[src/rtl/sram_arb_pkg.sv]
// Shared FSM state encodings and winner constants for the two-port SRAM arbiter.
package sram_arb_pkg;

    typedef enum logic [2:0] {
        ST_IDLE       = 3'd0,
        ST_ISSUE      = 3'd1,
        ST_WAIT_START = 3'd2,
        ST_WAIT_DONE  = 3'd3,
        ST_DONE       = 3'd4
    } state_t;

    localparam logic WIN_P0 = 1'b0;
    localparam logic WIN_P1 = 1'b1;

endpackage

[src/rtl/sram_arb_select.sv]
// Combinational winner selection: a tie goes to the port that was not granted last.
module sram_arb_select
    import sram_arb_pkg::*;
(
    input  logic i_req0,
    input  logic i_req1,
    input  logic i_last,
    output logic o_winner,
    output logic o_valid
);

    always_comb begin
        o_valid  = i_req0 | i_req1;
        o_winner = WIN_P0;
        if (i_req0 && i_req1) begin
            o_winner = (i_last == WIN_P0) ? WIN_P1 : WIN_P0;
        end else if (i_req1) begin
            o_winner = WIN_P1;
        end
    end

endmodule

[src/rtl/sram_arbiter.sv]
// Two-port arbiter in front of a single-transaction SRAM controller.
// Define ARB_ROUND_ROBIN_EN for round-robin ties; default build is fixed priority (p0 wins).
module sram_arbiter
    import sram_arb_pkg::*;
#(
    parameter int unsigned ADDR_W = 32,
    parameter int unsigned DATA_W = 32
) (
    input  logic              clk,
    input  logic              rst,
    input  logic              p0_req,
    input  logic              p1_req,
    input  logic              p0_we,
    input  logic              p1_we,
    input  logic [ADDR_W-1:0] p0_addr,
    input  logic [ADDR_W-1:0] p1_addr,
    input  logic [DATA_W-1:0] p0_wdata,
    input  logic [DATA_W-1:0] p1_wdata,
    output logic              p0_done,
    output logic              p1_done,
    output logic [DATA_W-1:0] p0_rdata,
    output logic [DATA_W-1:0] p1_rdata,
    output logic              mem_wrEn,
    output logic              mem_rdEn,
    output logic [ADDR_W-1:0] mem_address,
    output logic [DATA_W-1:0] mem_writeData,
    input  logic [DATA_W-1:0] mem_readData,
    input  logic              mem_ready,
    output logic              busy,
    output logic              grant_id
);

    state_t r_state;
    logic   r_we;
    logic   w_last;
    logic   w_winner;
    logic   w_valid;

`ifdef ARB_ROUND_ROBIN_EN
    logic r_last;

    // Last-grant pointer starts at p1 so p0 takes the first tie.
    always_ff @(posedge clk) begin
        if (rst) begin
            r_last <= WIN_P1;
        end else if (r_state == ST_IDLE && mem_ready && w_valid) begin
            r_last <= w_winner;
        end
    end

    assign w_last = r_last;
`else
    // Constant "p1 granted last" makes every tie resolve to p0.
    assign w_last = WIN_P1;
`endif

    sram_arb_select u_select (
        .i_req0   (p0_req),
        .i_req1   (p1_req),
        .i_last   (w_last),
        .o_winner (w_winner),
        .o_valid  (w_valid)
    );

    always_ff @(posedge clk) begin
        if (rst) begin
            r_state       <= ST_IDLE;
            r_we          <= 1'b0;
            p0_done       <= 1'b0;
            p1_done       <= 1'b0;
            p0_rdata      <= '0;
            p1_rdata      <= '0;
            mem_wrEn      <= 1'b0;
            mem_rdEn      <= 1'b0;
            mem_address   <= '0;
            mem_writeData <= '0;
            busy          <= 1'b0;
            grant_id      <= 1'b0;
        end else begin
            mem_wrEn <= 1'b0;
            mem_rdEn <= 1'b0;
            p0_done  <= 1'b0;
            p1_done  <= 1'b0;
            case (r_state)
                ST_IDLE: begin
                    if (mem_ready && w_valid) begin
                        r_we          <= (w_winner == WIN_P1) ? p1_we : p0_we;
                        mem_address   <= (w_winner == WIN_P1) ? p1_addr : p0_addr;
                        mem_writeData <= (w_winner == WIN_P1) ? p1_wdata : p0_wdata;
                        mem_wrEn      <= (w_winner == WIN_P1) ? p1_we : p0_we;
                        mem_rdEn      <= (w_winner == WIN_P1) ? ~p1_we : ~p0_we;
                        grant_id      <= w_winner;
                        busy          <= 1'b1;
                        r_state       <= ST_ISSUE;
                    end
                end
                ST_ISSUE: begin
                    r_state <= ST_WAIT_START;
                end
                ST_WAIT_START: begin
                    if (!mem_ready) begin
                        r_state <= ST_WAIT_DONE;
                    end
                end
                ST_WAIT_DONE: begin
                    // Controller back to ready means the access has finished.
                    if (mem_ready) begin
                        if (!r_we) begin
                            if (grant_id == WIN_P1) begin
                                p1_rdata <= mem_readData;
                            end else begin
                                p0_rdata <= mem_readData;
                            end
                        end
                        p0_done       <= (grant_id == WIN_P0);
                        p1_done       <= (grant_id == WIN_P1);
                        mem_address   <= '0;
                        mem_writeData <= '0;
                        r_state       <= ST_DONE;
                    end
                end
                ST_DONE: begin
                    busy    <= 1'b0;
                    r_state <= ST_IDLE;
                end
                default: begin
                    busy    <= 1'b0;
                    r_state <= ST_IDLE;
                end
            endcase
        end
    end

endmodule

[config.mk]
export PLATFORM = sky130hd
export DESIGN_NAME = sram_arbiter
export DESIGN_NICKNAME = d
export VERILOG_FILES = /design/src/rtl/sram_arb_pkg.sv /design/src/rtl/sram_arb_select.sv /design/src/rtl/sram_arbiter.sv
export SDC_FILE = /design/constraint.sdc
export NUM_CORES = 1
export LEC_CHECK = 0
export BUFFER_PORTS_ARGS = -buffer_cell sky130_fd_sc_hd__buf_2
export CAP_MARGIN = 30
export CORE_AREA = 2 2 117 119
export DETAILED_ROUTE_END_ITERATION = 12
export DIE_AREA = 0 0 119 121
export GPL_TIMING_DRIVEN = 0
export PLACE_DENSITY_LB_ADDON = 0.1
export SLEW_MARGIN = 15
export SYNTH_ARGS = -nofsm -noshare
export SYNTH_HDL_FRONTEND = slang
export SYNTH_SLANG_ARGS = --single-unit
[constraint.sdc]
create_clock -name clk -period 2.06 [get_ports clk]
set_input_delay 0.412 -clock clk [delete_from_list [all_inputs] [get_ports clk]]
set_output_delay 0.412 -clock clk [all_outputs]
set_load 0.02 [all_outputs]
==> flow_summary_export.csv, run 1 <==
group,metric,value,unit
pwr,p_seq_share,40.3,%
sta,timing.final.crit_share,90.1,%
route,drt-initial-drc-count,270,
logic_synthesis,seq_area_frac_synth,47.6,%
flow_run,drv_cap,0,
critical_path,slowest_delay,520,ps
floorplan,rows,42,
route,wire_per_inst,14.9,um
pwr,combPwrFrac,14.0,%
global_routing,grt_pass1_wl,27300,um
cells_and_area,drive_gt1_share,40.9,%
pwr,swShare,25.8,%
clock_network,clkLatencyLatePin,420,ps
clock_network,ctsResizeCount,0,
route,routed_wl,17900,um
sta,setup-violations-final,0,
clock_network,clk_pin_slew,60,ps
critical_path,worstSetupEndpointType,"flip-flop",
place,port_buffers,300,
critical_path,cp_top_family,"simple AND/OR/NAND/NOR gates",
min_path,min_delay_path_depth,3,
critical_path,reg2reg_depth,6,
route,ant_nets,0,
sta,max-slew-margin-rel,56.1,%
min_path,hp-start,"mem_readData[1]",
clock_network,cts_buffer_depth,2,
global_routing,antenna_found_initial,0,
critical_path,ff2ff_setup_slack,200,ps
min_path,hold_class,"input port to flip-flop",
global_routing,overflow,0,
critical_path,path_buf_inv,2,
cells_and_area,area.growth.synth_to_final,40.5,%
route,vias,5919,
run_status,status,"completed",
clock_network,htree_num_levels,4,
logic_synthesis,yosysWarningCount,0,
critical_path,required,2400,ps
route,drt-vias-per-instance,4.92,
critical_path,critical_path_depth,6,
sta,fmax,0.539,GHz
clock_network,numClockSinks,138,
clock_network,numCtsBuffers,17,
critical_path,crit_path_start_kind,"flip-flop",
clock_network,cts_hold_buffers,0,
global_routing,grt_pass1_vias,5412,
place,postPlaceCellArea,0.00752,mm2
clock_network,cts_root_buffer,"clkbuf_16",
sta,min_period,1860,ps
clock_network,postCtsSetupBuffers,0,
critical_path,setup.worst_path.class,"flip-flop to flip-flop",
critical_path,crit_top_cell,"buf_6",
logic_synthesis,ys_types,33,
pwr,ir_worst_vdd,0.481,mV
cells_and_area,final_common_cell,"buf_2",
critical_path,r2r_start,"r_state[2]",
cells_and_area,fin_area,0.00815,mm2
floorplan,ioPinCount,301,
floorplan,die_x,119,um
cells_and_area,fillCellCount,1259,
pwr,power_density,862,mW/mm2
place,gp_congestion,0.812,
pwr,switchingPower,1.81,mW
place,dp_hpwl,13600,um
clock_network,cts_tree,"yes",
floorplan,dieArea,0.0144,mm2
min_path,holdPathEnd,"p0_rdata[1]",
global_routing,grt_max_degree,17,
logic_synthesis,ys_ff_latch,138,
cells_and_area,final_util,62.3,%
critical_path,crit_chain,"nand2b_1 > buf_6 > nor3_4 > buf_6 > nand2_1 > a21oi_1",
cells_and_area,antenna_cells,0,
pwr,leakage,3.76,nW
cells_and_area,final_cell_mix,"buf_2 (318), nand2_1 (210), dfxtp_1 (138)",
logic_synthesis,netlist_instances,694,
critical_path,reg2reg_to,"mem_address[15]",
logic_synthesis,syn_area,0.00580,mm2
floorplan,initial_core_util,44.3,%
sta,fin_tns_setup,0,ps
floorplan,coreArea,0.0131,mm2
route,drc,0,
critical_path,critical_path.max_fanout,10,
cells_and_area,layout.cells.non_filler,1202,
global_routing,grt.total_usage,24.4,%
critical_path,cp_slowest_cell,"nor3_4",
route,first_pass_iters,5,
logic_synthesis,syn_nets,861,
sta,hold_violations,0,
sta,worst_slew_pin_slew,658,ps
logic_synthesis,avgSynthCellArea,8.36,um2
pwr,power_frac_clock,45.7,%
critical_path,arrival,2190,ps
floorplan,die_h,121,um
sta,rsz0062_at_grt,"no",
place,place_inst,1170,
cells_and_area,nNetsFinal,1180,
sta,clock_skew,4.82,ps
sta,report.final.slew_viol_count,0,
pwr,p_int,5.22,mW
[stage by stage]
| step | power [mW] | worst slack, ps | hold WS [ps] |
|---|---|---|---|
| 2_1_floorplan | 3.47 | 475 | 482 |
| 3_3_place_gp | 3.87 | -107 | 439 |
| 3_5_place_dp | 3.88 | -118 | 443 |
| 4_1_cts | 7.08 | 177 | 223 |
| 5_1_grt | 7.31 | 64.5 | 224 |
| 6_report | 7.03 | 203 | 241 |
[worst reg2reg max path: stages (launching register included)]
cell      delay, ps
dfxtp_1         360
nand2b_1        280
buf_6           210
nor3_4          520
buf_6           220
nand2_1          60
a21oi_1         130
[power groups by stage]
stage / Combinational (mW) / Clock (mW) / Sequential [mW]
2_1_floorplan: 0.450 / 0 / 3.02
3_3_place_gp: 0.985 / 0 / 2.89
3_5_place_dp: 0.988 / 0 / 2.89
4_1_cts: 0.992 / 3.25 / 2.83
5_1_grt: 1.08 / 3.39 / 2.85
6_report: 0.982 / 3.21 / 2.83
[cell families after synthesis]
kind of cell	count (synthesis)	share of synthesized area [%]
mux	67	12.9
buf+inv	57	4.96
compound gates	180	15.9
flops	138	47.6
simple gates	252	18.6
[registers in the layout (all words and copies together), names as in the netlist]
| signal | cells |
|---|---|
| p1_done | 1 |
| r_we | 1 |
| r_state | 3 |
| p0_done | 1 |
| mem_rdEn | 1 |
| p1_rdata | 32 |
| busy | 1 |
| grant_id | 1 |
| mem_writeData | 32 |
| p0_rdata | 32 |
| mem_wrEn | 1 |
| mem_address | 32 |
[how the worst max path moves through the flow]
stage               start          endpoint  slack, ps
4_1_cts        r_state[2]   mem_address[31]        180
3_5_place_dp          rst          grant_id       -120
3_3_place_gp          rst          grant_id       -110
5_1_grt        r_state[2]  mem_writeData[3]         60
6_report       r_state[2]   mem_address[15]        200
2_1_floorplan  r_state[0]   mem_address[17]        470
[synth_stat cells]
cell,number,area (um2)
a21oi_1,129,646
nor2_8,1,20.0
a2111oi_0,1,8.76
a31o_2,1,8.76
nand2b_1,2,12.5
o21ba_4,1,16.3
nor2_1,6,22.5
o21ai_0,43,215
nand4b_1,1,8.76
mux2_2,54,608
and4b_1,1,10.0
buf_6,6,67.6
buf_2,18,90.1
a211oi_1,1,7.51
mux2i_1,3,30.0
clkbuf_2,2,10.0
nor3_2,1,10.0
nor3_1,3,15.0
o21ai_1,4,20.0
nor2b_1,19,119
or3_1,1,6.26
dfxtp_1,138,2760
nor3_4,1,16.3
and2_1,3,18.8
buf_1,3,11.3
inv_1,1,3.75
clkbuf_1,26,97.6
and3b_1,1,8.76
nor3b_2,1,12.5
mux2_1,10,113
buf_4,1,7.51
or2_4,1,8.76
nand2_1,210,788
[final cells by class]
cell class / count / area [um2] / area share [%]
timing repair buffer: 300 / 1500 / 18.4
sequential: 138 / 2760 / 33.9
multi-input combinational: 499 / 2750 / 33.7
clock buffer: 20 / 467 / 5.73
clock inverter: 12 / 163 / 2.00
buffer: 56 / 284 / 3.48
inverter: 1 / 3.75 / 0.0460
tap: 176 / 220 / 2.70
[per-layer routing]
layer	routed length (um)	track usage, %	share of wire (%)
met5	0	0	0
met4	574	11.2	3.2
met3	1530	8.41	8.5
met2	8410	40.2	47
met1	7400	28.5	41
Note: power is estimated with default switching activity, not from simulation.
==> run 2: changes to the inputs <==
--- a/config.mk
+++ b/config.mk
@@ -5,11 +5,11 @@
 export SDC_FILE = /design/constraint.sdc
 export NUM_CORES = 1
 export LEC_CHECK = 0
+export ABC_AREA = 1
 export BUFFER_PORTS_ARGS = -buffer_cell sky130_fd_sc_hd__buf_2
 export CAP_MARGIN = 30
-export CORE_AREA = 2 2 117 119
+export CORE_UTILIZATION = 47
 export DETAILED_ROUTE_END_ITERATION = 12
-export DIE_AREA = 0 0 119 121
 export GPL_TIMING_DRIVEN = 0
 export PLACE_DENSITY_LB_ADDON = 0.1
 export SLEW_MARGIN = 15
==> flow_summary_export.csv, run 2 <==
group,metric,value,unit
cells_and_area,area.growth.synth_to_final,36.2,%
logic_synthesis,yosysMostFrequentCell,"nor2_1",
clock_network,cts_hold_buffers,0,
logic_synthesis,netlist_instances,985,
route,routed_wl,20300,um
sta,setup-violations-final,0,
route,drt-initial-drc-count,420,
cells_and_area,nNetsFinal,1471,
clock_network,numClockSinks,138,
sta,setup_slack,318,ps
cells_and_area,drive_gt1_share,28.5,%
cells_and_area,multi_input_area,0.00305,mm2
pwr,swShare,31.4,%
logic_synthesis,synth_top_cell_area_share,42.6,%
cells_and_area,final_common_cell,"buf_2",
pwr,p_seq_share,37.5,%
critical_path,arrival,2050,ps
global_routing,grt_pass1_vias,6789,
sta,report.final.slew_viol_count,0,
floorplan,die_h,120,um
critical_path,crit_path_start_kind,"flip-flop",
critical_path,critical_path.max_fanout,10,
logic_synthesis,syn_nets,1152,
clock_network,numCtsBuffers,17,
logic_synthesis,async_flop_share,0,%
cells_and_area,ff_latch_area,0.00276,mm2
clock_network,htree_num_levels,4,
cells_and_area,final_cell_mix,"buf_2 (323), nor2_1 (200), nand2_1 (179)",
global_routing,grt_max_degree,17,
flow_run,drv_cap,0,
clock_network,postCtsSetupBuffers,0,
floorplan,rows,42,
sta,max-slew-margin-rel,57.1,%
clock_network,clk_pin_slew,60,ps
critical_path,slowest_delay,440,ps
run_status,status,"completed",
critical_path,cp_slowest_cell,"dfxtp_1",
cells_and_area,fin_area,0.00884,mm2
pwr,ir_worst_vdd,0.559,mV
pwr,combPwrFrac,22.4,%
logic_synthesis,synth_edf_count,0,
min_path,min_delay_path_depth,3,
critical_path,crit_chain,"nand2_2 > nor2_8 > nand3_1 > clkbuf_1 > o21ai_0 > nor2_1",
sta,rsz0062_at_grt,"no",
logic_synthesis,ys_types,21,
pwr,switchingPower,2.53,mW
route,drc,0,
pwr,leakage,4.57,nW
floorplan,dieArea,0.0143,mm2
logic_synthesis,seq_area_frac_synth,42.6,%
pwr,total_power,8.03,mW
logic_synthesis,avgSynthCellArea,6.59,um2
global_routing,grt_pass1_wl,32000,um
sta,min_period,1740,ps
sta,worst_slew_pin_slew,643,ps
logic_synthesis,syn_area,0.00649,mm2
sta,fin_tns_setup,0,ps
floorplan,coreArea,0.0133,mm2
place,place_ws,125,ps
floorplan,ioPinCount,301,
logic_synthesis,yosysTopAreaCell,"dfxtp_1",
logic_synthesis,ys_ff_latch,138,
global_routing,antenna_found_initial,3,
global_routing,grt.total_usage,28.1,%
pwr,power_density,909,mW/mm2
floorplan,initial_core_util,48.6,%
min_path,hold_class,"input port to flip-flop",
logic_synthesis,yosys-top-cells-area,"dfxtp_1 (43%), nor2_1 (12%), nand3_1 (10%)",
pwr,p_int,5.51,mW
pwr,power_frac_clock,40.1,%
route,drt-vias-per-instance,4.94,
sta,timing.final.crit_share,84.6,%
place,dp_hpwl,15300,um
floorplan,die_x,120,um
critical_path,reg2reg_depth,6,
cells_and_area,fillCellCount,1258,
route,wire_per_inst,13.5,um
place,postPlaceCellArea,0.00821,mm2
logic_synthesis,yosysWarningCount,0,
logic_synthesis,synth_top_flop_cell,"dfxtp_1",
place,gp_congestion,0.824,
sta,hold_violations,0,
route,ant_nets,0,
clock_network,cts_root_buffer,"clkbuf_16",
logic_synthesis,synth_common_cells,"nor2_1 (200), nand2_1 (179), dfxtp_1 (138)",
clock_network,cts_tree,"yes",
clock_network,cts_buffer_depth,2,
sta,fmax,0.574,GHz
clock_network,clkLatencyLatePin,420,ps
sta,clock_skew,9.65,ps
critical_path,setup.worst_path.class,"flip-flop to flip-flop",
critical_path,required,2370,ps
route,first_pass_iters,5,
critical_path,worstSetupEndpointType,"flip-flop",
place,port_buffers,300,
clock_network,ctsResizeCount,0,
global_routing,overflow,0,
route,vias,7388,
[run 2: final cells by class]
type / instances / share of cell area, %
inverters: 75 / 3.19
repair buffers: 300 / 17.0
multi-input cells: 691 / 34.5
diodes: 3 / 0.0849
plain buffers: 81 / 4.45
flip-flops and latches: 138 / 31.3
well taps: 176 / 2.49
clock inverters: 14 / 2.05
clock buffers: 18 / 4.97
[run 2: cell families (layout without fill, tap and decap cells)]
| kind of cell | after synthesis | after routing | synth area share, % |
|---|---|---|---|
| and+or+nand+nor | 556 | 556 | 36.6 |
| buffers and inverters | 156 | 488 | 10.4 |
| DFF | 138 | 138 | 42.6 |
| AOI/OAI and AO/OA | 135 | 135 | 10.4 |
| other | 0 | 3 | 0 |
[run 2: power by group through the flow]
stage | combinational [mW] | clock, mW | sequential (mW)
after global placement | 1.79 | 0 | 3.06
after detailed placement | 1.80 | 0 | 3.07
after floorplan | 0.904 | 0 | 3.33
after global routing | 2.02 | 3.35 | 3.04
after CTS | 1.81 | 3.25 | 3.01
final | 1.80 | 3.22 | 3.01
[run 2: worst paths after layout]
check,slack [ps],startpoint,endpoint
hold / removal,250,mem_readData[20],p1_rdata[20]
setup reg to reg,320,r_state[0],p1_rdata[24]
hold reg to reg,460,p0_rdata[25],p0_rdata[25]
setup / recovery,320,r_state[0],p1_rdata[24]
[run 2: stage by stage]
stage          util (%)  hold slack [ps]  instances
3_3_place_gp       61.5              449       1461
3_5_place_dp       61.5              451       1461
4_1_cts            66.2              248       1493
2_1_floorplan         -              473        985
5_1_grt            66.2              262       1495
6_report           66.2              255       1496
[run 2: critical path: cells and delay by family, from the launching register on]
kind            cells  cell delay [ps]
compound gates      1              250
buf+inv             1              270
flops               1              440
simple gates        4              670
[run 2: routing by layer]
metal  share of wire [%]  GRT usage, %  up-vias
li1                    -             -     3818
met1                  41          31.4     3280
met2                  49          50.1      255
met3                 7.6          7.84       35
met4                 2.6          11.3        0
met5                   0             0        -
